`config.mk`:
```
export PLATFORM = sky130hd
export DESIGN_NAME = div_sched_rr
export DESIGN_NICKNAME = d
export VERILOG_FILES = /design/src/rtl/div_pkg.sv /design/src/rtl/div_sched_rr_arbiter.sv /design/src/rtl/div_sched_rr.sv
export SDC_FILE = /design/constraint.sdc
export NUM_CORES = 1
export LEC_CHECK = 0
export ABC_CLOCK_PERIOD_IN_PS = 4000
export CAP_MARGIN = 20
export CELL_PAD_IN_SITES_DETAIL_PLACEMENT = 0
export CELL_PAD_IN_SITES_GLOBAL_PLACEMENT = 1
export CORE_ASPECT_RATIO = 1.25
export CORE_MARGIN = 5
export CORE_UTILIZATION = 29
export DETAILED_ROUTE_END_ITERATION = 6
export PLACE_DENSITY = 0.82
export SLEW_MARGIN = 10
export SYNTH_ARGS = -nofsm -noshare
export SYNTH_HDL_FRONTEND = slang
export SYNTH_SLANG_ARGS = --single-unit
```
`constraint.sdc`:
```
create_clock -name clk -period 4 [get_ports clk]
set_input_delay 0.6 -clock clk [delete_from_list [all_inputs] [get_ports clk]]
set_output_delay 0.6 -clock clk [all_outputs]
set_load 0.01 [all_outputs]
```
`src/rtl/div_pkg.sv`:
```
// Shared definitions for the round-robin divider scheduler.
package div_pkg;

    typedef enum logic [2:0] {
        IDLE,
        START,
        WAIT,
        CAPTURE,
        RESP
    } state_t;

    localparam logic [31:0] DBZ_QUOTIENT = '1;

    function automatic int clog2(input int n);
        int r;
        r = 0;
        for (int v = n - 1; v > 0; v = v >> 1) begin
            r++;
        end
        return r;
    endfunction

endpackage

```
`src/rtl/div_sched_rr_arbiter.sv`:
```
// Combinational round-robin pick: first requester above last_grant, wrapping.
module rr_arbiter
    import div_pkg::*;
#(
    parameter int NUM_REQ = 4,
    parameter int ID_W    = clog2(NUM_REQ)
) (
    input  logic [NUM_REQ-1:0] req,
    input  logic [ID_W-1:0]    last_grant,
    output logic [NUM_REQ-1:0] grant,
    output logic [ID_W-1:0]    grant_idx
);

    localparam int SW = ID_W + 1;

    logic [SW-1:0] slot;
    logic          found;

    // One extra bit holds last_grant+k before folding it back below NUM_REQ.
    always_comb begin
        grant     = '0;
        grant_idx = '0;
        found     = 1'b0;
        slot      = '0;
        for (int k = 1; k <= NUM_REQ; k++) begin
            slot = {1'b0, last_grant} + SW'(k);
            if (slot >= SW'(NUM_REQ)) begin
                slot = slot - SW'(NUM_REQ);
            end
            if (!found && req[slot[ID_W-1:0]]) begin
                found                  = 1'b1;
                grant[slot[ID_W-1:0]]  = 1'b1;
                grant_idx              = slot[ID_W-1:0];
            end
        end
    end

endmodule

```
`src/rtl/div_sched_rr.sv`:
```
// Shares one iterative divider core among NUM_REQ requesters, round-robin,
// with local divide-by-zero handling and a watchdog on the core.
module div_sched_rr
    import div_pkg::*;
#(
    parameter int WIDTH   = 8,
    parameter int NUM_REQ = 4,
    parameter int ID_W    = clog2(NUM_REQ),
    parameter int TIMEOUT = 2 * WIDTH + 8
) (
    input  logic                     clk,
    input  logic                     rst_n,
    input  logic [NUM_REQ-1:0]       req_valid,
    output logic [NUM_REQ-1:0]       req_ready,
    input  logic [NUM_REQ*WIDTH-1:0] req_dividend,
    input  logic [NUM_REQ*WIDTH-1:0] req_divisor,
    output logic                     rsp_valid,
    input  logic                     rsp_ready,
    output logic [ID_W-1:0]          rsp_id,
    output logic [WIDTH-1:0]         rsp_quotient,
    output logic [WIDTH-1:0]         rsp_remainder,
    output logic                     rsp_dbz,
    output logic                     rsp_timeout,
    output logic                     div_start,
    output logic [WIDTH-1:0]         div_dividend,
    output logic [WIDTH-1:0]         div_divisor,
    input  logic [WIDTH-1:0]         div_quotient,
    input  logic [WIDTH-1:0]         div_remainder,
    input  logic                     div_done,
    output logic                     busy
);

    localparam int WD_W = clog2(TIMEOUT) + 1;

    state_t             state;
    logic [ID_W-1:0]    last_grant;
    logic [NUM_REQ-1:0] grant;
    logic [ID_W-1:0]    grant_idx;
    logic [WIDTH-1:0]   sel_dividend;
    logic [WIDTH-1:0]   sel_divisor;
    logic [WD_W-1:0]    wd;

    rr_arbiter #(
        .NUM_REQ (NUM_REQ),
        .ID_W    (ID_W)
    ) u_arb (
        .req        (req_valid),
        .last_grant (last_grant),
        .grant      (grant),
        .grant_idx  (grant_idx)
    );

    always_comb begin
        sel_dividend = '0;
        sel_divisor  = '0;
        for (int i = 0; i < NUM_REQ; i++) begin
            if (grant[i]) begin
                sel_dividend = req_dividend[i*WIDTH +: WIDTH];
                sel_divisor  = req_divisor[i*WIDTH +: WIDTH];
            end
        end
    end

    // Acceptance is only ever offered from IDLE, so jobs never overlap.
    assign req_ready = (state == IDLE) ? grant : '0;
    assign busy      = (state != IDLE);

    always_ff @(posedge clk or negedge rst_n) begin
        if (!rst_n) begin
            state         <= IDLE;
            last_grant    <= ID_W'(NUM_REQ - 1);
            wd            <= '0;
            div_start     <= 1'b0;
            div_dividend  <= '0;
            div_divisor   <= '0;
            rsp_valid     <= 1'b0;
            rsp_id        <= '0;
            rsp_quotient  <= '0;
            rsp_remainder <= '0;
            rsp_dbz       <= 1'b0;
            rsp_timeout   <= 1'b0;
        end else begin
            case (state)
                IDLE: begin
                    if (|req_valid) begin
                        last_grant   <= grant_idx;
                        rsp_id       <= grant_idx;
                        div_dividend <= sel_dividend;
                        div_divisor  <= sel_divisor;
                        if (sel_divisor == '0) begin
                            rsp_quotient  <= DBZ_QUOTIENT[WIDTH-1:0];
                            rsp_remainder <= sel_dividend;
                            rsp_dbz       <= 1'b1;
                            rsp_timeout   <= 1'b0;
                            rsp_valid     <= 1'b1;
                            state         <= RESP;
                        end else begin
                            div_start <= 1'b1;
                            state     <= START;
                        end
                    end
                end
                START: begin
                    div_start <= 1'b0;
                    wd        <= '0;
                    state     <= WAIT;
                end
                WAIT: begin
                    // A done arriving on the last watchdog cycle still wins.
                    if (div_done) begin
                        state <= CAPTURE;
                    end else if (wd == WD_W'(TIMEOUT - 1)) begin
                        rsp_quotient  <= '0;
                        rsp_remainder <= '0;
                        rsp_dbz       <= 1'b0;
                        rsp_timeout   <= 1'b1;
                        rsp_valid     <= 1'b1;
                        state         <= RESP;
                    end else begin
                        wd <= wd + 1'b1;
                    end
                end
                CAPTURE: begin
                    // Core results settle one cycle after its done pulse.
                    rsp_quotient  <= div_quotient;
                    rsp_remainder <= div_remainder;
                    rsp_dbz       <= 1'b0;
                    rsp_timeout   <= 1'b0;
                    rsp_valid     <= 1'b1;
                    state         <= RESP;
                end
                RESP: begin
                    if (rsp_ready) begin
                        rsp_valid <= 1'b0;
                        state     <= IDLE;
                    end
                end
                default: state <= IDLE;
            endcase
        end
    end

endmodule

```
Word-level counts from Yosys, hierarchy flattened
Index checks and enable logic that the tools add are counted.

Register bits: 49. Input port bits: 88. Output and inout bits: 43.

Add/sub/neg operators: 9. $lt $le $gt $ge: 12. Equal/unequal tests: 13. Mux-type cells: 72. Bitwise gates (word level): 3. Reductions and logical operators: 24.

Operators by type and width (number): $mux 8 (14); $pmux 8 s3 (2); $mux 1 (22); $mux 4 (5); $mux 2 (8); $mux 3 (5); $pmux 3 s5 (1); $ge 3x3->1 const B (4); $lt 2x3->1 const B (4); $mux 6 (2); $or 4x4->4 (3); $pmux 6 s2 (1); $ne 2x2->1 const B (5); $reduce_and 3->1 (3); $bmux 1 s2 (4); $demux 1 s2 (4); $ge 2x1->1 const B (4); $logic_not 8->1 (1); $sub 2x1->2 const B (4); $logic_and 1x1->1 (7); $add 2x2->3 const B (2); $add 6x1->6 const B (1); $eq 3x2->1 const B (2); $eq 6x5->1 const B (1); other kinds (18) (24).

Depth between registers and ports, before layout
Gate-level depths: netlist of run 1.

Depth after elaboration: 23. Depth in mapped cells: 14. Gate-level depth less buffers: 11.

Modules after synthesis
A second synthesis of run 1 with hierarchy kept.

Cell total of the unflattened synthesis: 340. Area, all modules: 3128.0 µm².

By module, submodules not included: div_sched_rr (times used 1, cells each 281, area each 2637.5 µm²); rr_arbiter (times used 1, cells each 59, area each 490.5 µm²).

Least setup slack after synthesis of run 1
Ideal clock, no wire load.

Path type: reg2reg. From: reg last_grant[0]. To: reg rsp_remainder[6]. Data arrival time: 3.906 ns. Data required time: 3.875 ns. Path slack: -0.031 ns. Stages on the path, launching flop included: 14. Path buffers: 3. Period minus slack after synthesis: 4.031 ns. Cell sequence: dfstp_2 buf_2 inv_1 ha_1 mux4_2 nor3b_4 a221oi_1 buf_4 o2111ai_1 a32oi_1 a41oi_4 nor2_8 buf_12 mux2_4.

Word-level cells in the longest chain between the ends: 22. Elaborated cells on any way between the ends: 74. Those cells by class: 8 x add/sub; 12 x order compare; 1 x eq/ne; 38 x mux; 3 x bitwise; 12 x reduce/logical.

RTL lines: start: declaration (line div_sched_rr.sv:36) `logic [ID_W-1:0] last_grant;`; start signal: assignment (line div_sched_rr.sv:71) `last_grant <= ID_W'(NUM_REQ - 1);`; start signal: assignment (line div_sched_rr.sv:86) `last_grant <= grant_idx;`; parallel branches: the longest is 14 deep, another holds $add 2x1->3; $mux 4 (*) (line div_sched_rr_arbiter.sv:30) `if (!found && req[slot[ID_W-1:0]]) begin`; $mux 8 (4 in series) (line div_sched_rr.sv:57) `if (grant[i]) begin`; $logic_not 8->1 or $mux 8 (tied branches) (line div_sched_rr.sv:90) `if (sel_divisor == '0) begin`; $ne 2x1->1 (no line) or $mux 8 (tied branches); $reduce_and 5->1 (no line) or $pmux 8 s3 (tied branches); end signal: assignment (line div_sched_rr.sv:92) `rsp_remainder <= sel_dividend;`; end signal: assignment (line div_sched_rr.sv:126) `rsp_remainder <= div_remainder;`; end: declaration (line div_sched_rr.sv:21) `output logic [WIDTH-1:0] rsp_remainder,`.

Every way passes the cells marked *. The select of a mux whose other input is x is not followed. A chain may end at the register's enable or synchronous reset.

Worst setup path in the final report of run 1
From: in req_valid[0]. To: out req_ready[1].

Word-level cells in the longest chain between the ends: 13. Elaborated cells on any way between the ends: 25. Those cells by class: 16 x mux; 3 x bitwise; 6 x reduce/logical.

RTL lines: start: declaration (line div_sched_rr.sv:13) `input logic [NUM_REQ-1:0] req_valid,`; $bmux 1 s2 (line div_sched_rr_arbiter.sv:30); $mux 1 (implied by the code) (line div_sched_rr_arbiter.sv:30); $mux 1 (line div_sched_rr_arbiter.sv:30); $logic_not 1->1 (line div_sched_rr_arbiter.sv:30); $logic_and 1x1->1 (line div_sched_rr_arbiter.sv:30); $mux 1 (line div_sched_rr_arbiter.sv:30); $logic_not 1->1 (line div_sched_rr_arbiter.sv:30); $logic_and 1x1->1 (line div_sched_rr_arbiter.sv:30); $mux 1 (line div_sched_rr_arbiter.sv:30); $logic_not 1->1 (line div_sched_rr_arbiter.sv:30); $logic_and 1x1->1 (line div_sched_rr_arbiter.sv:30); $mux 4 (*) (line div_sched_rr_arbiter.sv:30); $mux 4 (*) (line div_sched_rr.sv:65) `assign req_ready = (state == IDLE) ? grant : '0;`; end: declaration (line div_sched_rr.sv:14) `output logic [NUM_REQ-1:0] req_ready,`.

Mark *: on every way between the ends. The rest lies on a longest branch, timed or not. The select of a mux whose other input is x is not followed.

==> impl_metrics.env, run 1 <==
export IMPL_cp_data_arrival_time_ps=3300
export IMPL_grt_pass1_wl_um=17000
export IMPL_cts_max_level=2
export IMPL_fp_dieW_um=105
export IMPL_portBuffers=130
export IMPL_finalInstanceArea_um2=5050
export IMPL_clkSinkCount=49
export IMPL_drcViolationCount=0
export IMPL_cp_start_kind="input port"
export IMPL_netlist_area_um2=3250
export IMPL_cts_buffer_depth=2
export IMPL_cp_cell_sequence="clkdlybuf4s50_1 -> mux4_2 -> buf_4 -> a21oi_1 -> o2bb2ai_1 -> buf_4 -> or2_2 -> nor2b_1 -> clkdlybuf4s50_1"
export IMPL_r2r_end="rsp_remainder[7]"
export IMPL_synth_most_common_cell="dfrtp_1"
export IMPL_grt_overflow=0
export IMPL_numCtsBuffers=5
export IMPL_ir_drop_uv=408
export IMPL_area_growth_pct=55.3
export IMPL_status="finished clean"
export IMPL_p_leak_nw=2.14
export IMPL_yosysWarningCount=0
export IMPL_rows=43
export IMPL_synth_cell_type_count=55
export IMPL_ctsHoldBuffers=0
export IMPL_syn_avg_cell_area_um2=9.31
export IMPL_worstPathRequired_ps=3400
export IMPL_viasPerCell=5.16
export IMPL_antennaDiodeCount=0
export IMPL_worstSetupPathType="input port to output port"
export IMPL_slew_violations=0
export IMPL_synth_top_area_cell="dfrtp_1"
export IMPL_max_slew_margin=0.400
export IMPL_synthDominantCellAreaShare=0.362
export IMPL_drive_gt1_frac=0.149
export IMPL_synth_area_leaders="dfrtp_1 (36%), o21ai_0 (7.1%), nand2_1 (5.2%), a2bb2oi_2 (3.7%), ha_1 (3.5%)"
export IMPL_ys_flop_type="dfrtp_1"
export IMPL_place_area_um2=4830
export IMPL_finalPower_mw=4.60
export IMPL_grt_pass1_vias=3408
export IMPL_critPathMaxStageDelay_ps=590
export IMPL_synthArstFlopShare=1.00
export IMPL_ys_ff_latch=49
export IMPL_io_pins=131
export IMPL_ff2ff_path_depth=11
export IMPL_dp_hpwl_um=8830
export IMPL_wl_um=10800
export IMPL_hold_path_class="input port to async pin"
export IMPL_synth_edf_count=0
export IMPL_multi_input_area_um2=1880
export IMPL_fill_cells=1048
export IMPL_min_period_ps=3900
export IMPL_die_h_um=128
export IMPL_wl_per_cell_um=16.9
export IMPL_synth_seq_area_share=0.378
export IMPL_hold_violations=0
export IMPL_syn_nets=446
export IMPL_fin_worst_skew_ps=5.18
export IMPL_path_clk_slew_ps=70
export IMPL_grt_usage=0.154
export IMPL_synth_cells=349
export IMPL_finalWeightedCongestion=0.933
export IMPL_r2r_slack_ps=220
export IMPL_fin_nets=599
export IMPL_rr_startpoint="last_grant[0]"
export IMPL_maxCapViolations=0
export IMPL_seq_area_um2=1230
export IMPL_cts_root_buf="clkbuf_16"
export IMPL_synth_commonest_cells="dfrtp_1 (47), o21ai_0 (46), nand2_1 (45)"
export IMPL_postRouteAntennaNets=0
export IMPL_cp_max_fo=9
export IMPL_die_area_um2=13400
export IMPL_drtIter0Drc=143
export IMPL_p_per_area_nw_per_um2=911
export IMPL_cpMaxStageDelayCell="mux4_2"
export IMPL_crit_start="req_valid[0]"
export IMPL_holdWs_ps=190
export IMPL_antenna_found_initial=0
export IMPL_grt_max_degree=50
export IMPL_setup_viol=0
export IMPL_cts_tree="done"
export IMPL_start_util=0.295
export IMPL_tightest_slew_ps=897
export IMPL_via_count=3291
export IMPL_clk_latency_ps=290
export IMPL_max_freq_mhz=256
export IMPL_drt_first_pass_iters=4
export IMPL_fin_crit_sh=0.976
export IMPL_coreArea_um2=11000
export IMPL_worstSetupEndpointType="output port"
==> per-stage QoR <==
step                      setup WS (ps)  std cells  TNS [ps]   util
after detailed placement           -126        622     -1610  0.438
after global placement            -19.3        622      -132  0.438
after global routing              -22.6        638     -22.6  0.458
after CTS                          21.6        630         0  0.451
after floorplan                    39.9        349         0      -
final                              96.4        638         0  0.458
==> area by class of cell <==
type	instances	share of cell area
clock buffers	6	0.0255
clock inverters	2	0.00273
inverters	18	0.0134
multi-input cells	265	0.372
flip-flops and latches	49	0.243
well taps	135	0.0335
repair buffers	163	0.309
==> cells in the final DEF, fill, tap and decap left out, types with 5 or more instances in the layout <==
cell and n:
a221oi_1 8, nand3_1 15, a2bb2oi_2 8, inv_1 18, a31oi_1 6, a21oi_1 9, dfrtp_1 47, nand2_1 45
o31ai_1 5, ha_1 8, nor2_1 18, nor2b_1 5, clkdlybuf4s50_1 127, a2bb2oi_1 9, or3_1 7, mux2i_1 6
o21ai_0 46, buf_4 32, nand2b_1 5, mux2_2 8, clkbuf_16 5, o2111ai_1 8
==> metal layers <==
layer,up-vias,global-route usage,share of wire
met5,-,0,0
met4,0,0.0489,0.022
met3,21,0.0432,0.065
met2,102,0.268,0.50
met1,1561,0.186,0.41
li1,1607,-,-
==> critical path: cells and delay by family <==
kind | cells | cell delay [ps]
buffers and inverters | 4 | 1390
AO/OA/AOI/OAI | 2 | 260
AND/OR/NAND/NOR | 2 | 460
multiplexers | 1 | 590
==> registers in the layout (all words and copies together), names as in the netlist <==
register / count
div_dividend: 8
div_divisor: 8
div_start: 1
last_grant: 2
rsp_dbz: 1
rsp_id: 2
rsp_quotient: 8
rsp_remainder: 8
rsp_timeout: 1
rsp_valid: 1
state: 3
wd: 6
==> power by group <==
group	switching, mW	internal [mW]	total, mW
clock	0.179	0.233	0.412
combinational	1.69	1.59	3.28
sequential	0.177	0.725	0.902
total	2.05	2.55	4.60
==> worst max path at each step <==
stage / cells after the start / slack [ps] / end
finish: 9 / 100 / req_ready[1]
CTS: 9 / 20 / req_ready[1]
floorplan: 14 / 40 / rsp_remainder[6]
detailed placement: 11 / -130 / rsp_quotient[1]
global placement: 11 / -20 / rsp_remainder[3]
global route: 9 / -20 / req_ready[2]
==> cell families (layout without fill, tap and decap cells) <==
logic type / Yosys count / in the layout / synth area share
muxes: 18 / 18 / 0.0716
and+or+nand+nor: 116 / 116 / 0.181
AOI/OAI and AO/OA: 119 / 119 / 0.276
buffers and inverters: 35 / 189 / 0.0497
adders and majority gates: 9 / 9 / 0.0347
DFF: 49 / 49 / 0.378
xor gates and xnor gates: 3 / 3 / 0.00809
==> what timing repair did <==
item,4_1_cts,5_1_grt
buffers inserted,0,7
gates resized for setup,0,2
setup endpoints to repair,0,9
endpoints found under the hold margin,0,0
(Power assumes the default switching activity.)
==> run 2, diff against run 1 <==
--- a/config.mk
+++ b/config.mk
@@ -14,6 +14,7 @@
 export CORE_UTILIZATION = 29
 export DETAILED_ROUTE_END_ITERATION = 6
 export PLACE_DENSITY = 0.82
+export SKIP_LAST_GASP = 1
 export SLEW_MARGIN = 10
 export SYNTH_ARGS = -nofsm -noshare
 export SYNTH_HDL_FRONTEND = slang
==> results of run 2 <==
The final DEF is identical to that of run 1; final timing and power are the same.
==> run 3, diff against run 2 <==
--- a/config.mk
+++ b/config.mk
@@ -13,6 +13,7 @@
 export CORE_MARGIN = 5
 export CORE_UTILIZATION = 29
 export DETAILED_ROUTE_END_ITERATION = 6
+export MAX_ROUTING_LAYER = met4
 export PLACE_DENSITY = 0.82
 export SKIP_LAST_GASP = 1
 export SLEW_MARGIN = 10
==> run 3 against run 2 <==
Combinational power barely moved; largest cell class unchanged; die area stayed put; highest routed layer unchanged; worst setup slack improved by 22 ps; hold slack got worse by 5.9 ps.
==> impl_metrics.env, run 3 (synthesis gave the netlist of run 1 again) <==
export IMPL_status="finished clean"
export IMPL_internal_power_mw=2.61
export IMPL_clk_latency_ps=290
export IMPL_cts_root_buf="clkbuf_16"
export IMPL_final_common_cell="clkdlybuf4s50_1"
export IMPL_cp_max_fo=10
export IMPL_multi_input_area_um2=1900
export IMPL_seq_area_um2=1230
export IMPL_hold_violations=0
export IMPL_die_area_um2=13400
export IMPL_cts_buffer_depth=2
export IMPL_max_freq_mhz=258
export IMPL_dp_hpwl_um=8850
export IMPL_place_inst=622
export IMPL_finalInstanceArea_um2=5060
export IMPL_slew_violations=0
export IMPL_fin_crit_sh=0.971
export IMPL_seq_power_share=0.193
export IMPL_crit_start="req_valid[3]"
export IMPL_r2r_end="rsp_remainder[1]"
export IMPL_drt_first_pass_iters=5
export IMPL_final_cell_mix="clkdlybuf4s50_1 (129), dfrtp_1 (47), o21ai_0 (46)"
export IMPL_fill_cells=1046
export IMPL_max_slew_margin=0.422
export IMPL_clkPwrFrac=0.103
export IMPL_fp_dieW_um=105
export IMPL_area_growth_pct=55.9
export IMPL_start_util=0.295
export IMPL_grt_usage=0.161
export IMPL_ff2ff_path_depth=11
export IMPL_viasPerCell=5.23
export IMPL_wl_per_cell_um=17.1
export IMPL_worstSetupEndpointType="output port"
export IMPL_worstPathRequired_ps=3400
export IMPL_utilization=0.459
export IMPL_cp_start_kind="input port"
export IMPL_maxCapViolations=0
export IMPL_fin_ws_ps=118
export IMPL_finalWeightedCongestion=0.927
export IMPL_fin_worst_skew_ps=8.28
export IMPL_antenna_found_initial=0
export IMPL_antennaDiodeCount=0
export IMPL_grt_overflow=0
export IMPL_cp_data_arrival_time_ps=3280
export IMPL_worstSetupPathType="input port to output port"
export IMPL_r2r_slack_ps=230
export IMPL_hold_path_class="input port to async pin"
export IMPL_setup_viol=0
export IMPL_cts_max_level=2
export IMPL_grt_pass1_vias=3336
export IMPL_place_area_um2=4830
export IMPL_drtIter0Drc=200
export IMPL_p_per_area_nw_per_um2=923
export IMPL_drive_gt1_frac=0.148
export IMPL_numCtsBuffers=5
export IMPL_tightest_slew_ps=865
export IMPL_power_frac_comb=0.704
export IMPL_rr_startpoint="last_grant[0]"
export IMPL_switching_share=0.442
export IMPL_postRouteAntennaNets=0
export IMPL_drcViolationCount=0
export IMPL_post_place_ws_ps=-119
export IMPL_die_h_um=128
export IMPL_final_cells=635
export IMPL_grt_max_degree=50
export IMPL_fin_nets=596
export IMPL_path_clk_slew_ps=60
export IMPL_cts_tree="done"
export IMPL_portBuffers=130
export IMPL_clkSinkCount=49
export IMPL_rows=43
export IMPL_p_leak_nw=2.12
export IMPL_coreArea_um2=11000
export IMPL_p_switching_mw=2.07
export IMPL_io_pins=131
export IMPL_min_period_ps=3880
export IMPL_ctsHoldBuffers=0
export IMPL_via_count=3318
export IMPL_grt_pass1_wl_um=17200
export IMPL_cp_endpoint="req_ready[2]"
export IMPL_tns_ps=0
export IMPL_wl_um=10800
export IMPL_ir_drop_uv=454
## run 3: layout make-up
type,instances,share of cell area
multi-input combinational,265,0.375
timing repair buffer,160,0.303
sequential,49,0.243
tap,135,0.0333
clock buffer,5,0.0247
inverter,18,0.0133
clock inverter,3,0.00865
## run 3: worst max-delay path, stage by stage
cell and delay, ps:
clkdlybuf4s50_1 530, mux4_2 630, nor3b_4 290, buf_4 170
nand2_4 50, and3_4 200, buf_4 170, nor2_1 90
clkdlybuf4s50_1 550
## run 3: through the flow
stage	hold WS (ps)	power (mW)
global route	209	5.04
finish	184	4.68
global placement	463	4.09
detailed placement	465	4.14
CTS	481	4.64
floorplan	304	2.96
## run 3: worst min-delay path by stage
stage | start | end
after floorplan | rst_n | div_dividend[0]
after global placement | rsp_id[1] | rsp_id[1]
after detailed placement | rsp_id[1] | rsp_id[1]
after CTS | rsp_id[1] | rsp_id[1]
after global routing | rst_n | div_divisor[5]
final | rst_n | wd[1]
## run 3: metal layers
metal	GRT usage	share of wire	vias up
li1	-	-	1605
met1	0.195	0.41	1561
met2	0.273	0.50	134
met3	0.0326	0.069	18
met4	0.0459	0.021	0
met5	-	0	-
## run 3: power groups by stage
stage               Sequential, mW  Clock [mW]  Combinational (mW)
finish                       0.902       0.482                3.29
CTS                          0.921       0.491                3.23
global placement             0.924           0                3.17
detailed placement           0.928           0                3.21
floorplan                    0.933           0                2.02
global route                 0.935       0.508                3.60
## run 3: timing repair
action                     in CTS  in global routing
resized for setup               0                  2
pin swaps                       1                  1
setup endpoints to repair       1                 18
buffers inserted                1                  3
hold endpoints to repair        0                  0
